==> src/rtl/cdb_pkg.sv <==
// cdb_pkg: shared widths, queue entry layouts and source encoding for the CDB arbiter.
package cdb_pkg;
    localparam int ROB_ID_W = 5;
    localparam int DATA_W   = 32;

    typedef struct packed {
        logic [ROB_ID_W-1:0] rob_id;
        logic [DATA_W-1:0]   result;
        logic                jump_flag;
        logic [DATA_W-1:0]   target_pc;
    } cdb_alu_entry_t;

    typedef struct packed {
        logic [ROB_ID_W-1:0] rob_id;
        logic [DATA_W-1:0]   result;
    } cdb_lsu_entry_t;

    typedef enum logic {
        CDB_SRC_ALU = 1'b0,
        CDB_SRC_LSU = 1'b1
    } cdb_src_e;
endpackage

==> src/rtl/cdb_req_fifo.sv <==
// cdb_req_fifo: per-requester result queue with push/pop/flush and occupancy flags.
module cdb_req_fifo #(
    parameter int WIDTH = 8,
    parameter int DEPTH = 2
) (
    input  logic                       clk_in,
    input  logic                       rst_in,
    input  logic                       i_push,
    input  logic                       i_pop,
    input  logic                       i_flush,
    input  logic [WIDTH-1:0]           i_data,
    output logic [WIDTH-1:0]           o_data,
    output logic [$clog2(DEPTH):0]     o_count,
    output logic                       o_full,
    output logic                       o_empty
);
    localparam int AW = $clog2(DEPTH);

    logic [WIDTH-1:0] r_mem [DEPTH];
    logic [AW-1:0]    r_wr;
    logic [AW-1:0]    r_rd;
    logic [AW:0]      r_count;

    always_ff @(posedge clk_in) begin
        if (i_push)
            r_mem[r_wr] <= i_data;
    end

    always_ff @(posedge clk_in) begin
        if (!rst_in || i_flush) begin
            r_wr    <= '0;
            r_rd    <= '0;
            r_count <= '0;
        end else begin
            if (i_push)
                r_wr <= r_wr + 1'b1;
            if (i_pop)
                r_rd <= r_rd + 1'b1;
            r_count <= r_count + (AW+1)'(i_push) - (AW+1)'(i_pop);
        end
    end

    assign o_data  = r_mem[r_rd];
    assign o_count = r_count;
    assign o_full  = r_count == (AW+1)'(DEPTH);
    assign o_empty = r_count == '0;
endmodule

==> src/rtl/cdb_arbiter.sv <==
// cdb_arbiter: round-robin arbitration of queued ALU/LSU results onto one registered CDB.
// Define CDB_BYPASS_EN to let a winning result at an empty queue skip its FIFO.
module cdb_arbiter
    import cdb_pkg::*;
#(
    parameter int FIFO_DEPTH = 2
) (
    input  logic                clk_in,
    input  logic                rst_in,
    input  logic                rdy_in,
    input  logic                rollback_in,
    input  logic                alu_valid_in,
    input  logic [ROB_ID_W-1:0] alu_rob_id_in,
    input  logic [DATA_W-1:0]   alu_result_in,
    input  logic                alu_jump_flag_in,
    input  logic [DATA_W-1:0]   alu_target_pc_in,
    output logic                alu_ready_out,
    input  logic                lsu_valid_in,
    input  logic [ROB_ID_W-1:0] lsu_rob_id_in,
    input  logic [DATA_W-1:0]   lsu_result_in,
    output logic                lsu_ready_out,
    output logic                cdb_valid_out,
    output logic [ROB_ID_W-1:0] cdb_rob_id_out,
    output logic [DATA_W-1:0]   cdb_result_out,
    output logic                cdb_jump_flag_out,
    output logic [DATA_W-1:0]   cdb_target_pc_out,
    output logic                cdb_src_out
);
    localparam int CW = $clog2(FIFO_DEPTH) + 1;

    cdb_alu_entry_t w_alu_in, w_alu_q, w_alu_head;
    cdb_lsu_entry_t w_lsu_in, w_lsu_q, w_lsu_head;
    logic [CW-1:0]  w_alu_count, w_lsu_count;
    logic           w_alu_full, w_alu_empty, w_lsu_full, w_lsu_empty;
    logic           w_go, w_alu_in_ok, w_lsu_in_ok, w_alu_avail, w_lsu_avail;
    logic           w_grant_alu, w_grant_lsu;
    logic           w_alu_push, w_alu_pop, w_lsu_push, w_lsu_pop;

    logic                r_valid;
    logic [ROB_ID_W-1:0] r_rob_id;
    logic [DATA_W-1:0]   r_result;
    logic                r_jump;
    logic [DATA_W-1:0]   r_tpc;
    cdb_src_e            r_src;
    cdb_src_e            r_rr;

    assign w_go          = rdy_in && !rollback_in;
    assign alu_ready_out = rst_in && !w_alu_full;
    assign lsu_ready_out = rst_in && !w_lsu_full;
    assign w_alu_in_ok   = w_go && alu_valid_in && alu_ready_out && alu_rob_id_in != '0;
    assign w_lsu_in_ok   = w_go && lsu_valid_in && lsu_ready_out && lsu_rob_id_in != '0;
    assign w_alu_in      = '{alu_rob_id_in, alu_result_in, alu_jump_flag_in, alu_target_pc_in};
    assign w_lsu_in      = '{lsu_rob_id_in, lsu_result_in};

`ifdef CDB_BYPASS_EN
    assign w_alu_avail = !w_alu_empty || w_alu_in_ok;
    assign w_lsu_avail = !w_lsu_empty || w_lsu_in_ok;
`else
    assign w_alu_avail = !w_alu_empty;
    assign w_lsu_avail = !w_lsu_empty;
`endif

    assign w_grant_alu = w_alu_avail && (!w_lsu_avail || r_rr == CDB_SRC_ALU);
    assign w_grant_lsu = w_lsu_avail && !w_grant_alu;
    // A granted source with an empty queue can only be a bypassed input.
    assign w_alu_head  = w_alu_empty ? w_alu_in : w_alu_q;
    assign w_lsu_head  = w_lsu_empty ? w_lsu_in : w_lsu_q;
    assign w_alu_pop   = w_go && w_grant_alu && !w_alu_empty;
    assign w_lsu_pop   = w_go && w_grant_lsu && !w_lsu_empty;
    assign w_alu_push  = w_alu_in_ok && !(w_grant_alu && w_alu_empty);
    assign w_lsu_push  = w_lsu_in_ok && !(w_grant_lsu && w_lsu_empty);

    cdb_req_fifo #(.WIDTH($bits(cdb_alu_entry_t)), .DEPTH(FIFO_DEPTH)) u_alu_fifo (
        .clk_in  (clk_in),
        .rst_in  (rst_in),
        .i_push  (w_alu_push),
        .i_pop   (w_alu_pop),
        .i_flush (rollback_in),
        .i_data  (w_alu_in),
        .o_data  (w_alu_q),
        .o_count (w_alu_count),
        .o_full  (w_alu_full),
        .o_empty (w_alu_empty)
    );

    cdb_req_fifo #(.WIDTH($bits(cdb_lsu_entry_t)), .DEPTH(FIFO_DEPTH)) u_lsu_fifo (
        .clk_in  (clk_in),
        .rst_in  (rst_in),
        .i_push  (w_lsu_push),
        .i_pop   (w_lsu_pop),
        .i_flush (rollback_in),
        .i_data  (w_lsu_in),
        .o_data  (w_lsu_q),
        .o_count (w_lsu_count),
        .o_full  (w_lsu_full),
        .o_empty (w_lsu_empty)
    );

    always_ff @(posedge clk_in) begin
        if (rst_in)
            assert (w_alu_count <= CW'(FIFO_DEPTH) && w_lsu_count <= CW'(FIFO_DEPTH));
    end

    always_ff @(posedge clk_in) begin
        if (!rst_in) begin
            r_valid  <= 1'b0;
            r_rob_id <= '0;
            r_result <= '0;
            r_jump   <= 1'b0;
            r_tpc    <= '0;
            r_src    <= CDB_SRC_ALU;
            r_rr     <= CDB_SRC_ALU;
        end else if (rollback_in) begin
            r_valid <= 1'b0;
        end else if (rdy_in) begin
            r_valid <= w_grant_alu || w_grant_lsu;
            if (w_grant_alu) begin
                r_rob_id <= w_alu_head.rob_id;
                r_result <= w_alu_head.result;
                r_jump   <= w_alu_head.jump_flag;
                r_tpc    <= w_alu_head.target_pc;
                r_src    <= CDB_SRC_ALU;
                r_rr     <= CDB_SRC_LSU;
            end else if (w_grant_lsu) begin
                r_rob_id <= w_lsu_head.rob_id;
                r_result <= w_lsu_head.result;
                r_jump   <= 1'b0;
                r_tpc    <= '0;
                r_src    <= CDB_SRC_LSU;
                r_rr     <= CDB_SRC_ALU;
            end
        end
    end

    assign cdb_valid_out     = r_valid;
    assign cdb_rob_id_out    = r_rob_id;
    assign cdb_result_out    = r_result;
    assign cdb_jump_flag_out = r_jump;
    assign cdb_target_pc_out = r_tpc;
    assign cdb_src_out       = r_src;
endmodule
==> config.mk <==
export PLATFORM = sky130hd
export DESIGN_NAME = cdb_arbiter
export DESIGN_NICKNAME = d
export VERILOG_FILES = /design/src/rtl/cdb_pkg.sv /design/src/rtl/cdb_req_fifo.sv /design/src/rtl/cdb_arbiter.sv
export SDC_FILE = /design/constraint.sdc
export NUM_CORES = 1
export LEC_CHECK = 0
export BUFFER_PORTS_ARGS = -buffer_cell sky130_fd_sc_hd__buf_4
export CAP_MARGIN = 10
export CELL_PAD_IN_SITES_DETAIL_PLACEMENT = 1
export CELL_PAD_IN_SITES_GLOBAL_PLACEMENT = 1
export CORE_MARGIN = 4
export CORE_UTILIZATION = 47
export DETAILED_ROUTE_END_ITERATION = 12
export PLACE_DENSITY_LB_ADDON = 0.25
export SKIP_LAST_GASP = 1
export SYNTH_ARGS = -nofsm -noshare
export SYNTH_HDL_FRONTEND = slang
export SYNTH_HIERARCHICAL = 1
export SYNTH_SLANG_ARGS = --single-unit
==> constraint.sdc <==
create_clock -name clk_in -period 6.4 [get_ports clk_in]
set_input_delay 0.32 -clock clk_in [delete_from_list [all_inputs] [get_ports clk_in]]
set_output_delay 0.32 -clock clk_in [all_outputs]
set_load 0.05 [all_outputs]
==> Yosys cells after proc, flatten, opt, wreduce, memory -nomap -nowiden <==
Memory sizes are Yosys's and may differ from the RTL's. A register that Yosys moved wholly into a read port is not among the register bits.
Index checks and enable logic that the tools add are counted.
{ "totals": {"out_inout_bits": 74, "input_bits": 113, "wordCells": 87, "register_bits": 81, "n_memories": 2, "ram_bits": 214} }
{ "memory_table": {"columns": ["name", "words", "width", "read_ports", "rd_clocked_by_memory_dff", "write_ports", "line", "text"], "rows": [
  ["u_alu_fifo.r_mem", 2, 70, 1, 1, 1, "cdb_req_fifo.sv:19", "logic [WIDTH-1:0] r_mem [DEPTH];"],
  ["u_lsu_fifo.r_mem", 2, 37, 1, 1, 1, "cdb_req_fifo.sv:19", null]
]} }
{ "classes": {"bitwise": 3, "eq_ne": 2, "n_reduce_logical": 38, "mux": 21, "addsub": 8} }
{ "ops": {"columns": ["op", "n"], "rows": [
  ["32-bit two-way mux", 4],
  ["70-bit two-way mux", 1],
  ["37-bit two-way mux", 1],
  ["1-bit logical AND", 19],
  ["1-bit two-way mux", 13],
  ["5-bit two-way mux", 2],
  ["5-bit nonzero test", 2],
  ["1-bit zero test", 9],
  ["1-bit adder, second input constant", 4],
  ["2-bit by 1-bit adder with 2-bit output", 2],
  ["2-bit equality test, second input constant", 2],
  ["2-bit zero test", 2],
  ["2-bit by 1-bit subtractor with 2-bit output", 2],
  ["1-bit logical OR", 3],
  ["1-bit NOT", 3],
  ["3-bit AND reduction", 1],
  ["2-bit nonzero test", 1],
  ["2-bit OR reduction", 1]
]} }

==> Depth between registers and ports, before layout <==
Gate-level depths: netlist of the first run.
{ "depth": {"depth_word": 10, "depth_mapped": 10, "mapped_depth_nobuf": 9} }

==> Modules after synthesis <==
The synthesis of the first run kept the hierarchy.
{ "by_module_without_submodules": {"columns": ["module", "cells_per_inst", "seq_area_each_um2", "area_each_um2", "instances"], "rows": [
  ["cdb_req_fifo (u_alu_fifo)", 241, 4304.1, 5630.4, 1],
  ["cdb_arbiter", 399, 1461.4, 3281.9, 1],
  ["cdb_req_fifo (u_lsu_fifo)", 138, 2322.2, 3046.7, 1]
]} }

==> Least setup slack after synthesis of the first run <==
No wires, ideal clock.
{ "synth_timing": {"path_kind": "flip-flop to flip-flop", "start": "reg u_alu_fifo.r_count[1], in the netlist u_alu_fifo/o_count[1]", "end": "mem u_alu_fifo/r_mem[0][0] (netlist name) (enable)", "path_buffers": 0, "setup_ns": 0.507, "synth_period_minus_slack_ns": 5.247, "required_ns": 5.893, "arrival_time_ns": 4.740, "stages_incl_launch_ff": 6, "path_slack_ns": 1.153, "cell_sequence": "dfxtp_1 > nor2b_1 > nor2b_1 > nand3_1 > a21oi_1 > nor2b_1"} }
{ "synth_between": {"elab_chain_len": 8, "elab_cells_between_ends": 13, "classes_between": "1 x eq/ne; 2 x mux; 10 x reduce/logical"} }
{ "synth_lines": {"columns": ["element", "line", "text"], "rows": [
  ["from (decl)", "cdb_req_fifo.sv:22", "logic [AW:0] r_count;"],
  ["from (signal assigned)", "cdb_req_fifo.sv:39", "r_count <= r_count + (AW+1)'(i_push) - (AW+1)'(i_pop);"],
  ["2-bit equality test", "cdb_req_fifo.sv:45", "assign o_full = r_count == (AW+1)'(DEPTH);"],
  ["net w_alu_full", "cdb_arbiter.sv:34", "logic w_alu_full, w_alu_empty, w_lsu_full, w_lsu_empty;"],
  ["1-bit zero test", "cdb_arbiter.sv:48", "assign alu_ready_out = rst_in && !w_alu_full;"],
  ["1-bit logical AND", "cdb_arbiter.sv:48", null],
  ["net alu_ready_out", "cdb_arbiter.sv:17", "output logic alu_ready_out,"],
  ["1-bit logical AND (2 in a row)", "cdb_arbiter.sv:50", "assign w_alu_in_ok = w_go && alu_valid_in && alu_ready_out && alu_rob_id_in != '0;"],
  ["1-bit logical AND", "cdb_arbiter.sv:70", "assign w_alu_push = w_alu_in_ok && !(w_grant_alu && w_alu_empty);"],
  ["net w_alu_push", "cdb_arbiter.sv:37", "logic w_alu_push, w_alu_pop, w_lsu_push, w_lsu_pop;"],
  ["1-bit two-way mux", "cdb_req_fifo.sv:25", "if (i_push)"],
  ["1-bit two-way mux (not written as such)", "cdb_req_fifo.sv:26", "r_mem[r_wr] <= i_data;"],
  ["to (decl)", "cdb_req_fifo.sv:19", null]
]} }
The timed path passes the listed nets, and every way through them passes these cells.

==> Worst setup path after layout of the first run <==
{ "layout_timing": {"start": "reg u_alu_fifo.r_count[1], in the netlist u_alu_fifo/o_count[1]", "end": "mem u_alu_fifo/r_mem[0][37] (netlist name) (enable)"} }
{ "layout_between": {"elab_chain_len": 8, "elab_cells_between_ends": 13, "classes_between": "1 x eq/ne; 2 x mux; 10 x reduce/logical"} }
{ "layout_lines": {"columns": ["element", "line"], "rows": [
  ["2-bit equality test", "cdb_req_fifo.sv:45"],
  ["net w_alu_full", "cdb_arbiter.sv:34"],
  ["1-bit zero test", "cdb_arbiter.sv:48"],
  ["1-bit logical AND", "cdb_arbiter.sv:48"],
  ["1-bit logical AND (2 in a row)", "cdb_arbiter.sv:50"],
  ["1-bit logical AND", "cdb_arbiter.sv:70"],
  ["net w_alu_push", "cdb_arbiter.sv:37"],
  ["1-bit two-way mux", "cdb_req_fifo.sv:25"],
  ["1-bit two-way mux (not written as such)", "cdb_req_fifo.sv:26"]
]} }
The timed path passes the listed nets, and every way through them passes these cells.

==> qor.yml, run 1 <==
status: "completed"
cts_root_buffer: "clkbuf_16"
placedInstanceArea_sq_um: 13410
p_leak_nw: 5.615
synth_cell_types: 31
grt_pass1_wl_microns: 48570
cts_buffers: 31
synthCells: 778
design.core.area_sq_um: 25110
dr_total_vias: 7593
grt_overflow: 0
timing.setup.tns_ns: 0
fmax_mhz: 327.2
mostFrequentLayoutCell: "edfxtp_1"
synthArstFlopShare_pct: 0
setup_viol_count_final: 0
first_global_vias: 8281
firstDrtPassIters: 4
initial_core_util_pct: 47.63
path_clk_slew_ns: 0.06
start_kind: "register"
clockPowerShare_pct: 44.2
switching_power_w: 0.0008457
totalWireLength_microns: 30990
finalHoldViolations: 0
synth_top_area_share_pct: 53.74
synth-main-ff-cell: "edfxtp_1"
p_per_area_nw_per_um2: 266.5
max_cap_viol_count: 0
ys_ff_latch: 297
nets: 1164
htree_levels: 1
cts_tree: "built"
crit_arrival_ns: 3.24
multi_input_area_sq_um: 3418
cts.path.max_buffers: 3
p_comb_share_pct: 5.4
worst-slew-pin-transition_ns: 1.191
synth.largest_area_cell: "edfxtp_1"
max-slew-margin-rel_pct: 20.46
fin_util_pct: 61.84
antenna_found_initial: 1
row_count: 58
die_area_sq_um: 28060
die_w_microns: 167.5
period_needed_ns: 3.056
dp_hpwl_microns: 16890
grt_setup_unrepaired: "no"
pwr-share-seq_pct: 50.4
place.gp.congestion: 0.7376
fin_area_sq_um: 15530
ant_nets: 0
syn_area_sq_um: 11960
die_h_microns: 167.5
synth-seq-area-share_pct: 67.63
hold_class: "input port to register"
pin_count: 187
power_w: 0.004138
post_drt_wl_per_cell_microns: 22.09
syn_nets: 895
worst_clock_skew_ns: 0.01568
intPower_w: 0.003292
drc: 0
cp.required_ns: 6.59
clkLatencyLatePin_ns: 0.56
slew_violations: 0
n_fill_cell: 2381
portBuffers: 186
syn_to_final_growth_pct: 29.85
yosys_warnings: 6
grt_max_degree: 74
critPathKind: "register to register"
max-vdd-ir-drop_v: 0.0002148
track_usage_pct: 21.81
synth_edf_count: 214
swShare_pct: 20.44
critPathCaptureType: "register"
drtIter0Drc: 584
drive_gt1_share_pct: 33.77
synth.area.top_cells: "edfxtp_1 (54%), dfxtp_1 (14%), mux2_4 (13%)"
clock_sinks: 297
crit_fanout: 36
fin_crit_sh_pct: 47.75
viasPerCell: 5.412
syn_avg_cell_area_sq_um: 15.37
final_cell_mix: "edfxtp_1 (214), buf_4 (194), dlygate4sd3_1 (107), mux2_4 (100), dfxtp_1 (81)"
seq_area_sq_um: 8093
cells in the mapped netlist (all sizes together), types with 8 or more instances:
library cell / number
edfxtp: 214
mux2: 107
dfxtp: 83
nand3: 71
o21ai: 71
buf: 51
a31oi: 37
nand4b: 37
a21oi: 36
nor2: 16
clkbuf: 14
inv: 8
path summary, 6_finish.rpt:
path / slack [ns] / cells past startpoint / endpoint / from
min: 0.04 / 2 / cdb_valid_out / rollback_in
max: 3.34 / 6 / u_alu_fifo/r_mem[0][37] / u_alu_fifo/o_count[1]
min reg2reg: 0.48 / 2 / cdb_target_pc_out[7] / cdb_target_pc_out[7]
max reg2reg: 3.34 / 6 / u_alu_fifo/r_mem[0][37] / u_alu_fifo/o_count[1]
registers in the layout (all words and copies together) (netlist names), named ones only:
signal and cells:
u_lsu_fifo/r_rd 1, u_alu_fifo/r_mem 140, cdb_jump_flag_out 1, u_lsu_fifo/o_count 2, u_alu_fifo/r_wr 1, u_alu_fifo/r_rd 1
cdb_rob_id_out 5, cdb_valid_out 1, u_lsu_fifo/r_wr 1, r_rr 1, u_lsu_fifo/r_mem 74, cdb_result_out 32
cdb_target_pc_out 32, u_alu_fifo/o_count 2, cdb_src_out 1
worst max-delay path, stage by stage, from the launching register on:
cell and delay [ns]:
dfxtp_1 0.33, nor2b_1 0.15, nor2b_1 0.15, nand3_1 0.09, a21oi_1 0.32, nor2b_4 1.01, buf_4 0.59
layout make-up:
type	count	share of cell area [%]
inverters	8	0.1934
clock buffers	43	5.543
repair buffers	301	16.28
well taps	330	2.659
flip-flops and latches	297	52.12
clock inverters	15	1.184
multi-input cells	408	22.01
diodes	1	0.01611
routing by layer:
metal	track usage (%)	part of all wire, %
met2	37.85	51
met5	0	0
met1	29.40	43
met4	5.222	1.8
met3	2.880	4.2
kinds of logic (layout without fill, tap and decap cells):
kind of cell	count (synthesis)	count (layout)	share of synthesized area [%]
compound gates	146	146	6.581
xor+xnor	6	6	0.6695
fa+ha+maj	4	4	0.4185
buf+inv	73	367	4.227
flops	297	297	67.63
mux	107	107	13.21
other cells	0	1	0
simple gates	145	145	7.261
power groups by stage:
| stage | Sequential [W] | Clock [W] | Combinational [W] |
|---|---|---|---|
| 6_report | 0.00208 | 0.00183 | 0.000223 |
| 5_1_grt | 0.00208 | 0.00195 | 0.000238 |
| 4_1_cts | 0.00208 | 0.00186 | 0.000222 |
| 3_5_place_dp | 0.00213 | 0 | 0.000168 |
| 3_3_place_gp | 0.00212 | 0 | 0.000164 |
| 2_1_floorplan | 0.00214 | 0 | 0.0000623 |
through the flow:
| stage | cells | hold WS (ns) | worst slack (ns) |
|---|---|---|---|
| after floorplan | 778 | 0.4097 | 1.153 |
| after global placement | 1237 | 0.4697 | 2.981 |
| after detailed placement | 1237 | 0.4767 | 2.915 |
| after CTS | 1402 | 0.01515 | 3.337 |
| after global routing | 1403 | 0.03711 | 3.100 |
| final | 1403 | 0.04339 | 3.344 |
what timing repair did:
action,CTS,global route
hold endpoints to repair,214,0
setup buffers,0,0
gates resized for setup,0,0
hold buffers,107,0
No activity file was read; power rests on OpenSTA's default activity.
==> inputs of run 2 (changes only) <==
- clock period: 6.4 -> 3.05 ns (I/O delays scaled with it)
==> run 2 against run 1 <==
Clock power is 95% higher. Cell count grew 0.78%. Critical path depth fell by 1. Sequential share of layout area decreased by 0.30 points. Count of clock-buffer cells in the layout increased by 3. Clock skew down 0.0045 ns. Flip-flop and latch count is the same. Fmax rose by 13%. Largest cell class unchanged. Largest power group unchanged.
==> qor.yml, run 2 (synthesis results as in run 1) <==
max-vdd-ir-drop_v: 0.0003720
pin_count: 187
cts_root_buffer: "clkbuf_16"
cts.path.max_buffers: 3
drc: 0
fin_crit_sh_pct: 88.54
cts_resized: 0
worst_clock_skew_ns: 0.01114
ff2ff_path_depth: 5
pwr-share-seq_pct: 52.0
firstDrtPassIters: 4
largest_reg_flops: 140
switching_power_w: 0.001704
syn_to_final_growth_pct: 30.59
timing.setup.tns_ns: 0
p_comb_share_pct: 5.7
drtIter0Drc: 519
path_clk_slew_ns: 0.06
intPower_w: 0.006707
cts_buffers: 31
row_count: 58
swShare_pct: 20.26
initial_core_util_pct: 47.63
die_area_sq_um: 28060
max_cap_viol_count: 0
crit_fanout: 72
clock_sinks: 297
status: "completed"
top_regs: "u_alu_fifo/r_mem x140, u_lsu_fifo/r_mem x74"
crit_start: "u_lsu_fifo/o_count[1]"
crit_arrival_ns: 3.12
slew_violations: 0
max-slew-margin-rel_pct: 34.13
dp_hpwl_microns: 17830
setup_viol_count_final: 0
grt_max_degree: 74
layoutNonFillerInstCount: 1414
min_to: "r_rr"
period_needed_ns: 2.700
start_kind: "register"
viasPerCell: 5.473
whs_path_depth: 4
totalWireLength_microns: 31770
finalHoldViolations: 0
dr_total_vias: 7739
nets: 1176
antenna_found_initial: 1
largest-register: "u_alu_fifo/r_mem"
postCtsHoldBufs: 110
htree_levels: 1
design.core.area_sq_um: 25110
die_h_microns: 167.5
grt_overflow: 0
die_w_microns: 167.5
fmax_mhz: 370.3
cts_tree: "built"
place.gp.congestion: 0.7321
regToRegEndpoint: "cdb_valid_out"
post_drt_wl_per_cell_microns: 22.47
p_per_area_nw_per_um2: 538.5
track_usage_pct: 22.07
place_inst: 1246
hold_class: "input port to register"
clockPowerShare_pct: 42.3
grt_pass1_wl_microns: 49120
critPathCaptureType: "register"
p_leak_nw: 5.670
final_cell_mix: "edfxtp_1 (214), buf_4 (198), dlygate4sd3_1 (110), mux2_4 (100), dfxtp_1 (81)"
power_w: 0.008411
hp-start: "rdy_in"
drive_gt1_share_pct: 34.16
ant_nets: 0
grt_setup_unrepaired: "no"
postCtsSetupBuffers: 0
portBuffers: 186
first_global_vias: 8450
fin_util_pct: 62.20
clkLatencyLatePin_ns: 0.53
worst-slew-pin-transition_ns: 0.9881
critPathKind: "register to register"
cp.required_ns: 3.47
ff2ff_setup_slack_ns: 0.35
r2r_start: "u_lsu_fifo/o_count[1]"
mostFrequentLayoutCell: "edfxtp_1"
==> run 2: how the worst max path moves through the flow <==
stage | end | cells past startpoint
after floorplan | u_lsu_fifo/r_mem[0][0] | 4
after CTS | cdb_valid_out | 5
final | cdb_valid_out | 5
after global placement | cdb_rob_id_out[3] | 5
after global routing | cdb_valid_out | 5
after detailed placement | cdb_result_out[0] | 5
==> run 2: worst max-delay path: stages (launching register included) <==
cell and delay (ns):
dfxtp_1 0.34, nor2_2 0.14, buf_4 0.36, and2_4 0.87, a2111oi_0 0.25, dlygate4sd3_1 0.61
==> run 2: stage by stage <==
stage / setup slack (ns) / hold WS (ns) / cell area, sq um
after floorplan: 0.1211 / 0.2422 / 11970
after global placement: 0.9223 / 0.3380 / 13540
after detailed placement: 0.8513 / 0.3400 / 13540
after CTS: 0.3659 / 0.07262 / 15620
after global routing: 0.1729 / 0.1105 / 15620
final: 0.3496 / 0.1212 / 15620
==> run 2: power groups by stage <==
stage	clock [W]	combinational, W	sequential, W
2_1_floorplan	0	0.000132	0.00448
5_1_grt	0.00384	0.000505	0.00437
3_5_place_dp	0	0.000351	0.00446
4_1_cts	0.00364	0.000470	0.00437
3_3_place_gp	0	0.000341	0.00446
6_report	0.00356	0.000475	0.00437
==> run 2: layer usage <==
layer  vias up  wire length (microns)  GRT usage (%)
li1       3539                      -              -
met1      3957                  13370          28.91
met2       209                  16680          39.78
met3        34                   1277          2.668
met4         0                    442          4.552
met5         -                      0              0
==> run 2: area by class of cell <==
| cell class | count | area (sq um) |
|---|---|---|
| antenna | 1 | 2.502 |
| clock buffer | 46 | 893.4 |
| clock inverter | 11 | 77.57 |
| fill | 2373 | 9492 |
| inverter | 8 | 30.03 |
| multi-input combinational | 408 | 3421 |
| sequential | 297 | 8093 |
| tap | 330 | 412.9 |
| timing repair buffer | 313 | 2688 |
